**config.mk**
```make
export PLATFORM = sky130hd
export DESIGN_NAME = id_stage_hs_flat
export DESIGN_NICKNAME = d
export VERILOG_FILES = /design/src/rtl/id_stage_hs_if.sv /design/src/rtl/id_stage_hs.sv /design/src/flat_wrapper.sv
export SDC_FILE = /design/constraint.sdc
export NUM_CORES = 1
export LEC_CHECK = 0
export ABC_AREA = 1
export CORE_MARGIN = 2
export CORE_UTILIZATION = 25
export DETAILED_ROUTE_END_ITERATION = 8
export PLACE_DENSITY_LB_ADDON = 0.08
export SLEW_MARGIN = 30
export SYNTH_ARGS = -nofsm -noshare
export SYNTH_HDL_FRONTEND = slang
export SYNTH_SLANG_ARGS = --single-unit
```
**constraint.sdc**
```tcl
create_clock -name clk -period 5.35 [get_ports clk]
set_input_delay 1.07 -clock clk [delete_from_list [all_inputs] [get_ports clk]]
set_output_delay 1.07 -clock clk [all_outputs]
set_load 0.005 [all_outputs]
```
**src/rtl/id_stage_hs_if.sv**
```systemverilog
// Bus grouping the IF->ID beat handshake and the registered ID->EXE pipe fields.
// slave is the decode stage's view; master is the surrounding pipeline's view.
interface id_stage_hs_if #(
  parameter int DATA_W     = 32,
  parameter int REG_ADDR_W = 4,
  parameter int PC_W       = 32
);
  logic                  in_valid;
  logic                  in_ready;
  logic [31:0]           instruction;
  logic [PC_W-1:0]       pc;
  logic                  out_valid;
  logic                  out_ready;
  logic                  wb_en;
  logic                  mem_r_en;
  logic                  mem_w_en;
  logic                  b;
  logic                  s;
  logic                  imm;
  logic                  carry;
  logic [3:0]            exe_cmd;
  logic [PC_W-1:0]       pc_out;
  logic [DATA_W-1:0]     val_rn;
  logic [DATA_W-1:0]     val_rm;
  logic [11:0]           shift_operand;
  logic [23:0]           signed_imm_24;
  logic [REG_ADDR_W-1:0] dest;
  logic [REG_ADDR_W-1:0] src1_out;
  logic [REG_ADDR_W-1:0] src2_out;

  modport slave (
    input  in_valid, instruction, pc, out_ready,
    output in_ready, out_valid, wb_en, mem_r_en, mem_w_en, b, s, imm, carry,
           exe_cmd, pc_out, val_rn, val_rm, shift_operand, signed_imm_24,
           dest, src1_out, src2_out
  );

  modport master (
    output in_valid, instruction, pc, out_ready,
    input  in_ready, out_valid, wb_en, mem_r_en, mem_w_en, b, s, imm, carry,
           exe_cmd, pc_out, val_rn, val_rm, shift_operand, signed_imm_24,
           dest, src1_out, src2_out
  );
endinterface

```
**src/rtl/id_stage_hs.sv**
```systemverilog
// ARM decode stage with valid/ready handshake, register file and condition check.
// Optional macro ID_WB_BYPASS_EN forwards same-cycle write-back data to the read ports.
module id_stage_hs #(
  parameter int DATA_W       = 32,
  parameter int REG_ADDR_W   = 4,
  parameter int PC_W         = 32,
  parameter int BUBBLE_CNT_W = 16
) (
  input  logic                    clk,
  input  logic                    rst,
  id_stage_hs_if.slave            bus,
  input  logic                    wb_we,
  input  logic [REG_ADDR_W-1:0]   wb_dest,
  input  logic [DATA_W-1:0]       wb_result,
  input  logic                    hazard,
  input  logic                    flush,
  input  logic [3:0]              sr,
  output logic [REG_ADDR_W-1:0]   src1,
  output logic [REG_ADDR_W-1:0]   src2,
  output logic                    two_src,
  output logic [BUBBLE_CNT_W-1:0] bubble_count
);
  localparam int NREGS = 1 << REG_ADDR_W;

  typedef struct packed {
    logic                  wb_en;
    logic                  mem_r_en;
    logic                  mem_w_en;
    logic                  b;
    logic                  s;
    logic                  imm;
    logic                  carry;
    logic [3:0]            exe_cmd;
    logic [PC_W-1:0]       pc;
    logic [DATA_W-1:0]     val_rn;
    logic [DATA_W-1:0]     val_rm;
    logic [11:0]           shift_operand;
    logic [23:0]           signed_imm_24;
    logic [REG_ADDR_W-1:0] dest;
    logic [REG_ADDR_W-1:0] src1;
    logic [REG_ADDR_W-1:0] src2;
  } pipe_t;

  function automatic pipe_t clear_ctrl(input pipe_t p);
    pipe_t r;
    r          = p;
    r.wb_en    = 1'b0;
    r.mem_r_en = 1'b0;
    r.mem_w_en = 1'b0;
    r.b        = 1'b0;
    r.s        = 1'b0;
    r.imm      = 1'b0;
    r.carry    = 1'b0;
    return r;
  endfunction

  // ARM condition field against {N,Z,C,V}; 1111 never executes
  function automatic logic cond_ok(input logic [3:0] c, input logic [3:0] f);
    logic n, z, cy, v;
    {n, z, cy, v} = f;
    case (c)
      4'b0000: cond_ok = z;
      4'b0001: cond_ok = !z;
      4'b0010: cond_ok = cy;
      4'b0011: cond_ok = !cy;
      4'b0100: cond_ok = n;
      4'b0101: cond_ok = !n;
      4'b0110: cond_ok = v;
      4'b0111: cond_ok = !v;
      4'b1000: cond_ok = cy && !z;
      4'b1001: cond_ok = !cy || z;
      4'b1010: cond_ok = (n == v);
      4'b1011: cond_ok = (n != v);
      4'b1100: cond_ok = !z && (n == v);
      4'b1101: cond_ok = z || (n != v);
      4'b1110: cond_ok = 1'b1;
      default: cond_ok = 1'b0;
    endcase
  endfunction

  logic [DATA_W-1:0]       rf_q [NREGS];
  logic [DATA_W-1:0]       rf_d [NREGS];
  pipe_t                   pipe_q, pipe_d, dec;
  logic                    out_valid_q, out_valid_d;
  logic [BUBBLE_CNT_W-1:0] bubble_count_q, bubble_count_d;
  logic [1:0]              mode;
  logic                    s_bit, is_store;
  logic [DATA_W-1:0]       rd1, rd2;

  assign mode     = bus.instruction[27:26];
  assign s_bit    = bus.instruction[20];
  assign is_store = (mode == 2'b01) && !s_bit;
  assign src1     = bus.instruction[19:16];
  assign src2     = is_store ? bus.instruction[15:12] : bus.instruction[3:0];
  assign two_src  = !bus.instruction[25] || is_store;

`ifdef ID_WB_BYPASS_EN
  assign rd1 = (wb_we && wb_dest == src1) ? wb_result : rf_q[src1];
  assign rd2 = (wb_we && wb_dest == src2) ? wb_result : rf_q[src2];
`else
  assign rd1 = rf_q[src1];
  assign rd2 = rf_q[src2];
`endif

  always_comb begin
    rf_d = rf_q;
    if (wb_we) rf_d[wb_dest] = wb_result;
  end

  always_comb begin
    dec               = '0;
    dec.pc            = bus.pc;
    dec.val_rn        = rd1;
    dec.val_rm        = rd2;
    dec.shift_operand = bus.instruction[11:0];
    dec.signed_imm_24 = bus.instruction[23:0];
    dec.dest          = bus.instruction[15:12];
    dec.src1          = src1;
    dec.src2          = src2;
    case (mode)
      2'b00: begin
        dec.s     = s_bit;
        dec.imm   = bus.instruction[25];
        dec.carry = sr[1];
        dec.wb_en = 1'b1;
        case (bus.instruction[24:21])
          4'b1101: dec.exe_cmd = 4'b0001;
          4'b1111: dec.exe_cmd = 4'b1001;
          4'b0100: dec.exe_cmd = 4'b0010;
          4'b0101: dec.exe_cmd = 4'b0011;
          4'b0010: dec.exe_cmd = 4'b0100;
          4'b0110: dec.exe_cmd = 4'b0101;
          4'b0000: dec.exe_cmd = 4'b0110;
          4'b1100: dec.exe_cmd = 4'b0111;
          4'b0001: dec.exe_cmd = 4'b1000;
          4'b1010: begin dec.exe_cmd = 4'b0100; dec.wb_en = 1'b0; end
          4'b1000: begin dec.exe_cmd = 4'b0110; dec.wb_en = 1'b0; end
          default: begin dec.exe_cmd = 4'b0000; dec = clear_ctrl(dec); end
        endcase
      end
      2'b01: begin
        dec.exe_cmd  = 4'b0010;
        dec.imm      = bus.instruction[25];
        dec.carry    = sr[1];
        dec.wb_en    = s_bit;
        dec.mem_r_en = s_bit;
        dec.mem_w_en = !s_bit;
      end
      2'b10: dec.b = 1'b1;
      default: ;
    endcase
  end

  // Priority: flush, stalled output, hazard bubble, new beat, drain
  always_comb begin
    pipe_d         = pipe_q;
    out_valid_d    = out_valid_q;
    bubble_count_d = bubble_count_q;
    if (flush) begin
      out_valid_d = 1'b0;
      pipe_d      = clear_ctrl(pipe_q);
    end else if (out_valid_q && !bus.out_ready) begin
      pipe_d = pipe_q;
    end else if (hazard) begin
      out_valid_d = 1'b1;
      pipe_d      = clear_ctrl(pipe_q);
      if (bubble_count_q != '1) bubble_count_d = bubble_count_q + BUBBLE_CNT_W'(1);
    end else if (bus.in_valid) begin
      out_valid_d = 1'b1;
      pipe_d      = cond_ok(bus.instruction[31:28], sr) ? dec : clear_ctrl(dec);
    end else begin
      out_valid_d = 1'b0;
    end
  end

  always_ff @(posedge clk or negedge rst) begin
    if (!rst) begin
      pipe_q         <= '0;
      out_valid_q    <= 1'b0;
      bubble_count_q <= '0;
      for (int i = 0; i < NREGS; i++) rf_q[i] <= '0;
    end else begin
      pipe_q         <= pipe_d;
      out_valid_q    <= out_valid_d;
      bubble_count_q <= bubble_count_d;
      rf_q           <= rf_d;
    end
  end

  assign bus.in_ready      = flush || (!hazard && (!out_valid_q || bus.out_ready));
  assign bus.out_valid     = out_valid_q;
  assign bus.wb_en         = pipe_q.wb_en;
  assign bus.mem_r_en      = pipe_q.mem_r_en;
  assign bus.mem_w_en      = pipe_q.mem_w_en;
  assign bus.b             = pipe_q.b;
  assign bus.s             = pipe_q.s;
  assign bus.imm           = pipe_q.imm;
  assign bus.carry         = pipe_q.carry;
  assign bus.exe_cmd       = pipe_q.exe_cmd;
  assign bus.pc_out        = pipe_q.pc;
  assign bus.val_rn        = pipe_q.val_rn;
  assign bus.val_rm        = pipe_q.val_rm;
  assign bus.shift_operand = pipe_q.shift_operand;
  assign bus.signed_imm_24 = pipe_q.signed_imm_24;
  assign bus.dest          = pipe_q.dest;
  assign bus.src1_out      = pipe_q.src1;
  assign bus.src2_out      = pipe_q.src2;
  assign bubble_count      = bubble_count_q;
endmodule
```
**src/flat_wrapper.sv**
```systemverilog
// flat-port wrapper written by rule: the top's interface ports become plain ports
module id_stage_hs_flat 
#(
  parameter int DATA_W       = 32,
  parameter int REG_ADDR_W   = 4,
  parameter int PC_W         = 32,
  parameter int BUBBLE_CNT_W = 16
)
  (clk, rst, wb_we, wb_dest, wb_result, hazard, flush, sr, src1, src2, two_src, bubble_count, bus_in_valid, bus_instruction, bus_pc, bus_out_ready, bus_in_ready, bus_out_valid, bus_wb_en, bus_mem_r_en, bus_mem_w_en, bus_b, bus_s, bus_imm, bus_carry, bus_exe_cmd, bus_pc_out, bus_val_rn, bus_val_rm, bus_shift_operand, bus_signed_imm_24, bus_dest, bus_src1_out, bus_src2_out);
  id_stage_hs_if #(.DATA_W(DATA_W), .REG_ADDR_W(REG_ADDR_W), .PC_W(PC_W)) bus_i ();
  input  logic clk;
  input  logic rst;
  input  logic wb_we;
  input  logic [REG_ADDR_W-1:0] wb_dest;
  input  logic [DATA_W-1:0] wb_result;
  input  logic hazard;
  input  logic flush;
  input  logic [3:0] sr;
  output logic [REG_ADDR_W-1:0] src1;
  output logic [REG_ADDR_W-1:0] src2;
  output logic two_src;
  output logic [BUBBLE_CNT_W-1:0] bubble_count;
  input wire logic [$bits(bus_i.in_valid)-1:0] bus_in_valid;
  input wire logic [$bits(bus_i.instruction)-1:0] bus_instruction;
  input wire logic [$bits(bus_i.pc)-1:0] bus_pc;
  input wire logic [$bits(bus_i.out_ready)-1:0] bus_out_ready;
  output wire logic [$bits(bus_i.in_ready)-1:0] bus_in_ready;
  output wire logic [$bits(bus_i.out_valid)-1:0] bus_out_valid;
  output wire logic [$bits(bus_i.wb_en)-1:0] bus_wb_en;
  output wire logic [$bits(bus_i.mem_r_en)-1:0] bus_mem_r_en;
  output wire logic [$bits(bus_i.mem_w_en)-1:0] bus_mem_w_en;
  output wire logic [$bits(bus_i.b)-1:0] bus_b;
  output wire logic [$bits(bus_i.s)-1:0] bus_s;
  output wire logic [$bits(bus_i.imm)-1:0] bus_imm;
  output wire logic [$bits(bus_i.carry)-1:0] bus_carry;
  output wire logic [$bits(bus_i.exe_cmd)-1:0] bus_exe_cmd;
  output wire logic [$bits(bus_i.pc_out)-1:0] bus_pc_out;
  output wire logic [$bits(bus_i.val_rn)-1:0] bus_val_rn;
  output wire logic [$bits(bus_i.val_rm)-1:0] bus_val_rm;
  output wire logic [$bits(bus_i.shift_operand)-1:0] bus_shift_operand;
  output wire logic [$bits(bus_i.signed_imm_24)-1:0] bus_signed_imm_24;
  output wire logic [$bits(bus_i.dest)-1:0] bus_dest;
  output wire logic [$bits(bus_i.src1_out)-1:0] bus_src1_out;
  output wire logic [$bits(bus_i.src2_out)-1:0] bus_src2_out;
  assign bus_i.in_valid = bus_in_valid;
  assign bus_i.instruction = bus_instruction;
  assign bus_i.pc = bus_pc;
  assign bus_i.out_ready = bus_out_ready;
  assign bus_in_ready = bus_i.in_ready;
  assign bus_out_valid = bus_i.out_valid;
  assign bus_wb_en = bus_i.wb_en;
  assign bus_mem_r_en = bus_i.mem_r_en;
  assign bus_mem_w_en = bus_i.mem_w_en;
  assign bus_b = bus_i.b;
  assign bus_s = bus_i.s;
  assign bus_imm = bus_i.imm;
  assign bus_carry = bus_i.carry;
  assign bus_exe_cmd = bus_i.exe_cmd;
  assign bus_pc_out = bus_i.pc_out;
  assign bus_val_rn = bus_i.val_rn;
  assign bus_val_rm = bus_i.val_rm;
  assign bus_shift_operand = bus_i.shift_operand;
  assign bus_signed_imm_24 = bus_i.signed_imm_24;
  assign bus_dest = bus_i.dest;
  assign bus_src1_out = bus_i.src1_out;
  assign bus_src2_out = bus_i.src2_out;
  id_stage_hs #(.DATA_W(DATA_W), .REG_ADDR_W(REG_ADDR_W), .PC_W(PC_W), .BUBBLE_CNT_W(BUBBLE_CNT_W)) u_core (.clk(clk), .rst(rst), .bus(bus_i), .wb_we(wb_we), .wb_dest(wb_dest), .wb_result(wb_result), .hazard(hazard), .flush(flush), .sr(sr), .src1(src1), .src2(src2), .two_src(two_src), .bubble_count(bubble_count));
endmodule
```
== Word level (Yosys, flattened, before mapping) ==
Cells that the tools add are included.
Operators by class
  reduce and logical (&&, ||, !) cells: 31
  order comparisons: 4
  equal/unequal tests: 30
  bitwise logic cells: 6
  mux-type cells: 31
  $add $sub $neg: 1
Operators by type and width (count)
  $mux W155: 5
  $bwmux W512: 1
  $bmux W32 S4: 2
  $mux W32: 5
  $demux W32 S4: 1
  $eq A4 B4 Y1 const B: 12
  $pmux W4 S9: 1
  $eq A4 B3 Y1 const B: 7
  $add A16 B1 Y16 const B: 1
  $ne A16 B16 Y1 const B: 1
  $ge A5 B5 Y1 const B: 3
  $not A4 Y5: 3
  $pmux W1 S15: 1
  $eq A4 B2 Y1 const B: 3
  $pmux W6 S2: 1
  $reduce_or A11 Y1: 1
  $mux W1: 10
  $logic_not A1 Y1: 9
  $reduce_or A9 Y1: 1
  $eq A4 B1 Y1 const B: 2
  $logic_not A4 Y1: 2
  $reduce_and A4 Y1: 2
  $logic_and A1 B1 Y1: 6
  $pmux W3 S2: 1
  15 further kinds: 22
Storage, ports and cells
  logic and storage cells: 137
  input bits: 111
  output and inout port bits: 182
  register bits after elaboration: 684

== Longest topological paths before layout ==
  depth in word-level cells: 12
  mapped depth: 14
  mapped depth without buffers: 12

== Worst setup path before layout ==
No wires, ideal clock.
  path type: input to output
  start point: input bus_instruction[20]
  end point: output src2[2]
  slack: 2.135 ns
  buffers on the path: 4
  stages: 9
  required time: 4.280 ns
  data arrival time: 2.145 ns
  cells stage by stage: inv_1 nand3_2 buf_4 nand2_1 o21ai_2 inv_1 buf_2 buf_2 buf_4
RTL lines
  from (decl): RTL line flat_wrapper.sv:24  | input wire logic [$bits(bus_i.instruction)-1:0] bus_instruction;
  to (decl): RTL line flat_wrapper.sv:20  | output logic [REG_ADDR_W-1:0] src2;

== Worst setup path in the final report ==
  start point: input bus_instruction[26]
  end point: output src2[3]
Between the ends
  cells in the longest elaborated chain, start to end: 3
RTL lines
  $eq A2 B1 Y1: RTL line id_stage_hs.sv:92  | assign is_store = (mode == 2'b01) && !s_bit;
  $logic_and A1 B1 Y1: RTL line id_stage_hs.sv:92
  $mux W4: RTL line id_stage_hs.sv:94  | assign src2 = is_store ? bus.instruction[15:12] : bus.instruction[3:0];
No other way between the ends.

==> metrics.csv <==
stage;metric;value;unit
logic_synthesis;synth_nets;4955;
placed_design;place_area;0.0401;sq mm
placed_design;place_congestion;0.778;
cells_and_area;utilization;30.4;%
grt;grt_pass1_wl;234;mm
drt;vias;33300;
outcome;outcome;completed;
grt;grt_usage;21.6;%
logic_synthesis;synth-async-reset-ratio;100;%
grt;grt_max_degree;163;
hold_path;hold_class;in2async;
logic_synthesis;synth_xor_area_share;0.272;%
power_and_ir_drop;power_density;384;mW/mm^2
cts;htree_levels;3;
cts;tritoncts;yes;
drt;drc;0;
drt;drt_wl_total;159;mm
setup_path;critPathCaptureType;primary output;
logic_synthesis;synth_top_area_share;46.9;%
cts;cts_resized;0;
logic_synthesis;synth_top_cell_by_area;dfrtp_1;
grt;grt_pass1_vias;32300;
logic_synthesis;synth-edff-count;0;
logic_synthesis;synth-seq-area-share;46.9;%
cells_and_area;final_area;0.0429;sq mm
drt;ant_nets;0;
setup_path;crit_arrival;3.25;ns
drt;drtIter0Drc;2722;
cts;clock_path_buffers;3;
sta;period_share;80.8;%
cts;root_buffer;clkbuf_16;
logic_synthesis;synth_compound_area_share;17.4;%
sta;setup_viol;0;
logic_synthesis;yosys-mux-area-fraction;0;%
logic_synthesis;synth-seq-cells;664;
power_and_ir_drop;power_leakage;19.5;nW
sta;finClkSkew;0.0325;ns
logic_synthesis;syn_inst;4843;
logic_synthesis;synth_flop_cell;dfrtp_1;
logic_synthesis;synth_area;0.0355;sq mm
floorplan;dieWidth;381;um
logic_synthesis;synth.distinct_cells;38;
floorplan;row_count;138;
logic_synthesis;synth_warnings;0;
drt;wl_met2;72.2;mm
setup_path;path_class;in2out;
cells_and_area;final_cell_mix;1,334 x nand2_1, 857 x o21ai_0, 664 x dfrtp_1, 544 x nand3_1, 467 x inv_1;
floorplan;io_pins;293;
floorplan;die_area;0.145;sq mm
grt;gr-total-overflow;0;
drt;wire_per_inst;23.2;um
cts;clk_latency;0.69;ns
setup_path;crit_fanout;13;
power_and_ir_drop;ir_drop;223;uV
sta;hold_viol;0;
placed_design;placed_cells;6699;
drt;top_layer_used;met5;
sta;slew_headroom;31.4;%
sta;drv_slew;0;
sta;min_period;4.32;ns
sta;worst_pin_slew;1.03;ns
placed_design;dpl.hpwl;92.4;mm
power_and_ir_drop;finalPower;16.5;mW
cells_and_area;syn_to_final_growth;21.1;%
drt;drt-pass1-iter-count;7;
cts;clk_pin_slew_worst_paths;0.06;ns
logic_synthesis;synth_top_family_by_area;simple AND/OR/NAND/NOR gates;
grt;antenna_found_initial;10;
sta;grt_setup_unrepaired;false;
drt;met3_length;7.05;mm
floorplan;core_area;0.141;sq mm
logic_synthesis;synth-simple-area-share;25.2;%
floorplan;start_util;25.1;%
setup_path;start_kind;input pin;
logic_synthesis;syn_avg_cell_area;7.32;sq um
logic_synthesis;synth.area.top_cells;dfrtp_1 47%, nand2_1 14%, o21ai_0 12%;
sta;fin_tns_setup;0;ns
job;cap_viol_max_count;0;
cells_and_area;layout-drive-gt1-share;5.28;%
cts;cts_buffers;87;
logic_synthesis;synthAdderAreaFrac;0.0353;%
sta;fmax;231;MHz
setup_path;crit_required;4.28;ns
cells_and_area;finalNetCount;5010;
placed_design;portBuffers;292;
cts;post_cts_buffers;0;
floorplan;die_y;381;um
drt;via_per_inst;4.86;
drt;wl_met1;77.3;mm
cts;clock-sinks;664;
cells_and_area;layout_commonest_cell;nand2_1;
cells_and_area;instances_no_fill;6857;
cts;cts_hold_buf;0;
[state kept, by name, indices dropped and copies added, names as in the netlist]
| register | cells |
|---|---|
| u_core.bus.b | 1 |
| u_core.bus.s | 1 |
| u_core.bus.dest | 3 |
| u_core.bus.carry | 1 |
| u_core.bus.out_valid | 1 |
| u_core.bus.mem_r_en | 1 |
| u_core.bubble_count | 16 |
| u_core.bus.src2_out | 4 |
| u_core.bus.val_rm | 32 |
| u_core.bus.src1_out | 3 |
| u_core.bus.mem_w_en | 1 |
| u_core.rf_q | 512 |
| u_core.bus.val_rn | 32 |
| u_core.bus.imm | 1 |
| u_core.bus.wb_en | 1 |
| u_core.bus.pc_out | 32 |
| u_core.bus.exe_cmd | 4 |
| u_core.bus.signed_imm_24 | 18 |
[logic make-up after synthesis]
| group | count (synthesis) |
|---|---|
| buf+inv | 882 |
| flops | 664 |
| xor+xnor | 11 |
| simple gates | 2093 |
| fa+ha+maj | 1 |
| compound gates | 1192 |
[per-stage QoR]
| step | setup slack, ns | hold slack, ns |
|---|---|---|
| after floorplan | 2.14 | 0.453 |
| after CTS | 0.991 | 0.398 |
| after detailed placement | 1.02 | 0.458 |
| after global routing | 0.939 | 0.439 |
| final | 1.03 | 0.383 |
| after global placement | 1.03 | 0.456 |
[synth_stat cells (all sizes together) (9+ instances only)]
cell type / number
nand2: 1342
o21ai: 872
dfrtp: 664
nand3: 552
inv: 475
clkbuf: 245
a21oi: 243
buf: 162
nor2: 92
nand3b: 83
o211ai: 45
a211oi: 15
or2: 10
a31oi: 9
[final cells by class]
class	instances	area, sq um
Tap cell	1890	2360
Clock inverter	24	278
Fill cell	15400	98100
Inverter	475	1800
Timing Repair Buffer	373	3920
Antenna cell	2	5.00
Multi-Input combinational cell	3297	15400
Clock buffer	132	2530
Sequential cell	664	16600
[report_power, final]
group	internal [mW]	total [mW]	switching, mW
clock	3.49	5.94	2.45
sequential	6.08	6.85	0.773
combinational	1.54	3.70	2.16
total	11.1	16.5	5.38
[worst paths after layout]
| kind | start | cells past startpoint | slack [ns] | end |
|---|---|---|---|---|
| setup reg to reg | u_core.bus.out_valid$_DFFE_PN0P_ | 9 | 2.83 | u_core.bus.val_rm[30]$_DFFE_PN0P_ |
| min in group clk | u_core.bus.pc_out[12]$_DFFE_PN0P_ | 2 | 0.47 | u_core.bus.pc_out[12]$_DFFE_PN0P_ |
| hold / removal | rst | 1 | 0.38 | u_core.bubble_count[4]$_DFFE_PN0P_ |
| hold reg to reg | u_core.bus.pc_out[12]$_DFFE_PN0P_ | 2 | 0.47 | u_core.bus.pc_out[12]$_DFFE_PN0P_ |
| setup / recovery | bus_instruction[26] | 4 | 1.03 | src2[3] |
| max in group asynchronous | rst | 2 | 3.86 | u_core.rf_q[29]$_DFFE_PN0P_ |
[routing by layer]
layer	up-vias	GRT usage (%)
met1	16400	31.0
met3	154	2.95
met4	4	3.96
li1	15900	-
met2	915	34.8
met5	-	0
[worst max-delay path, stage by stage]
cell and delay [ns]:
clkdlybuf4s50_1 0.57, nand3_2 0.43, o21ai_4 0.55, clkdlybuf4s50_1 0.60
Note: power is estimated with default switching activity, not from simulation.
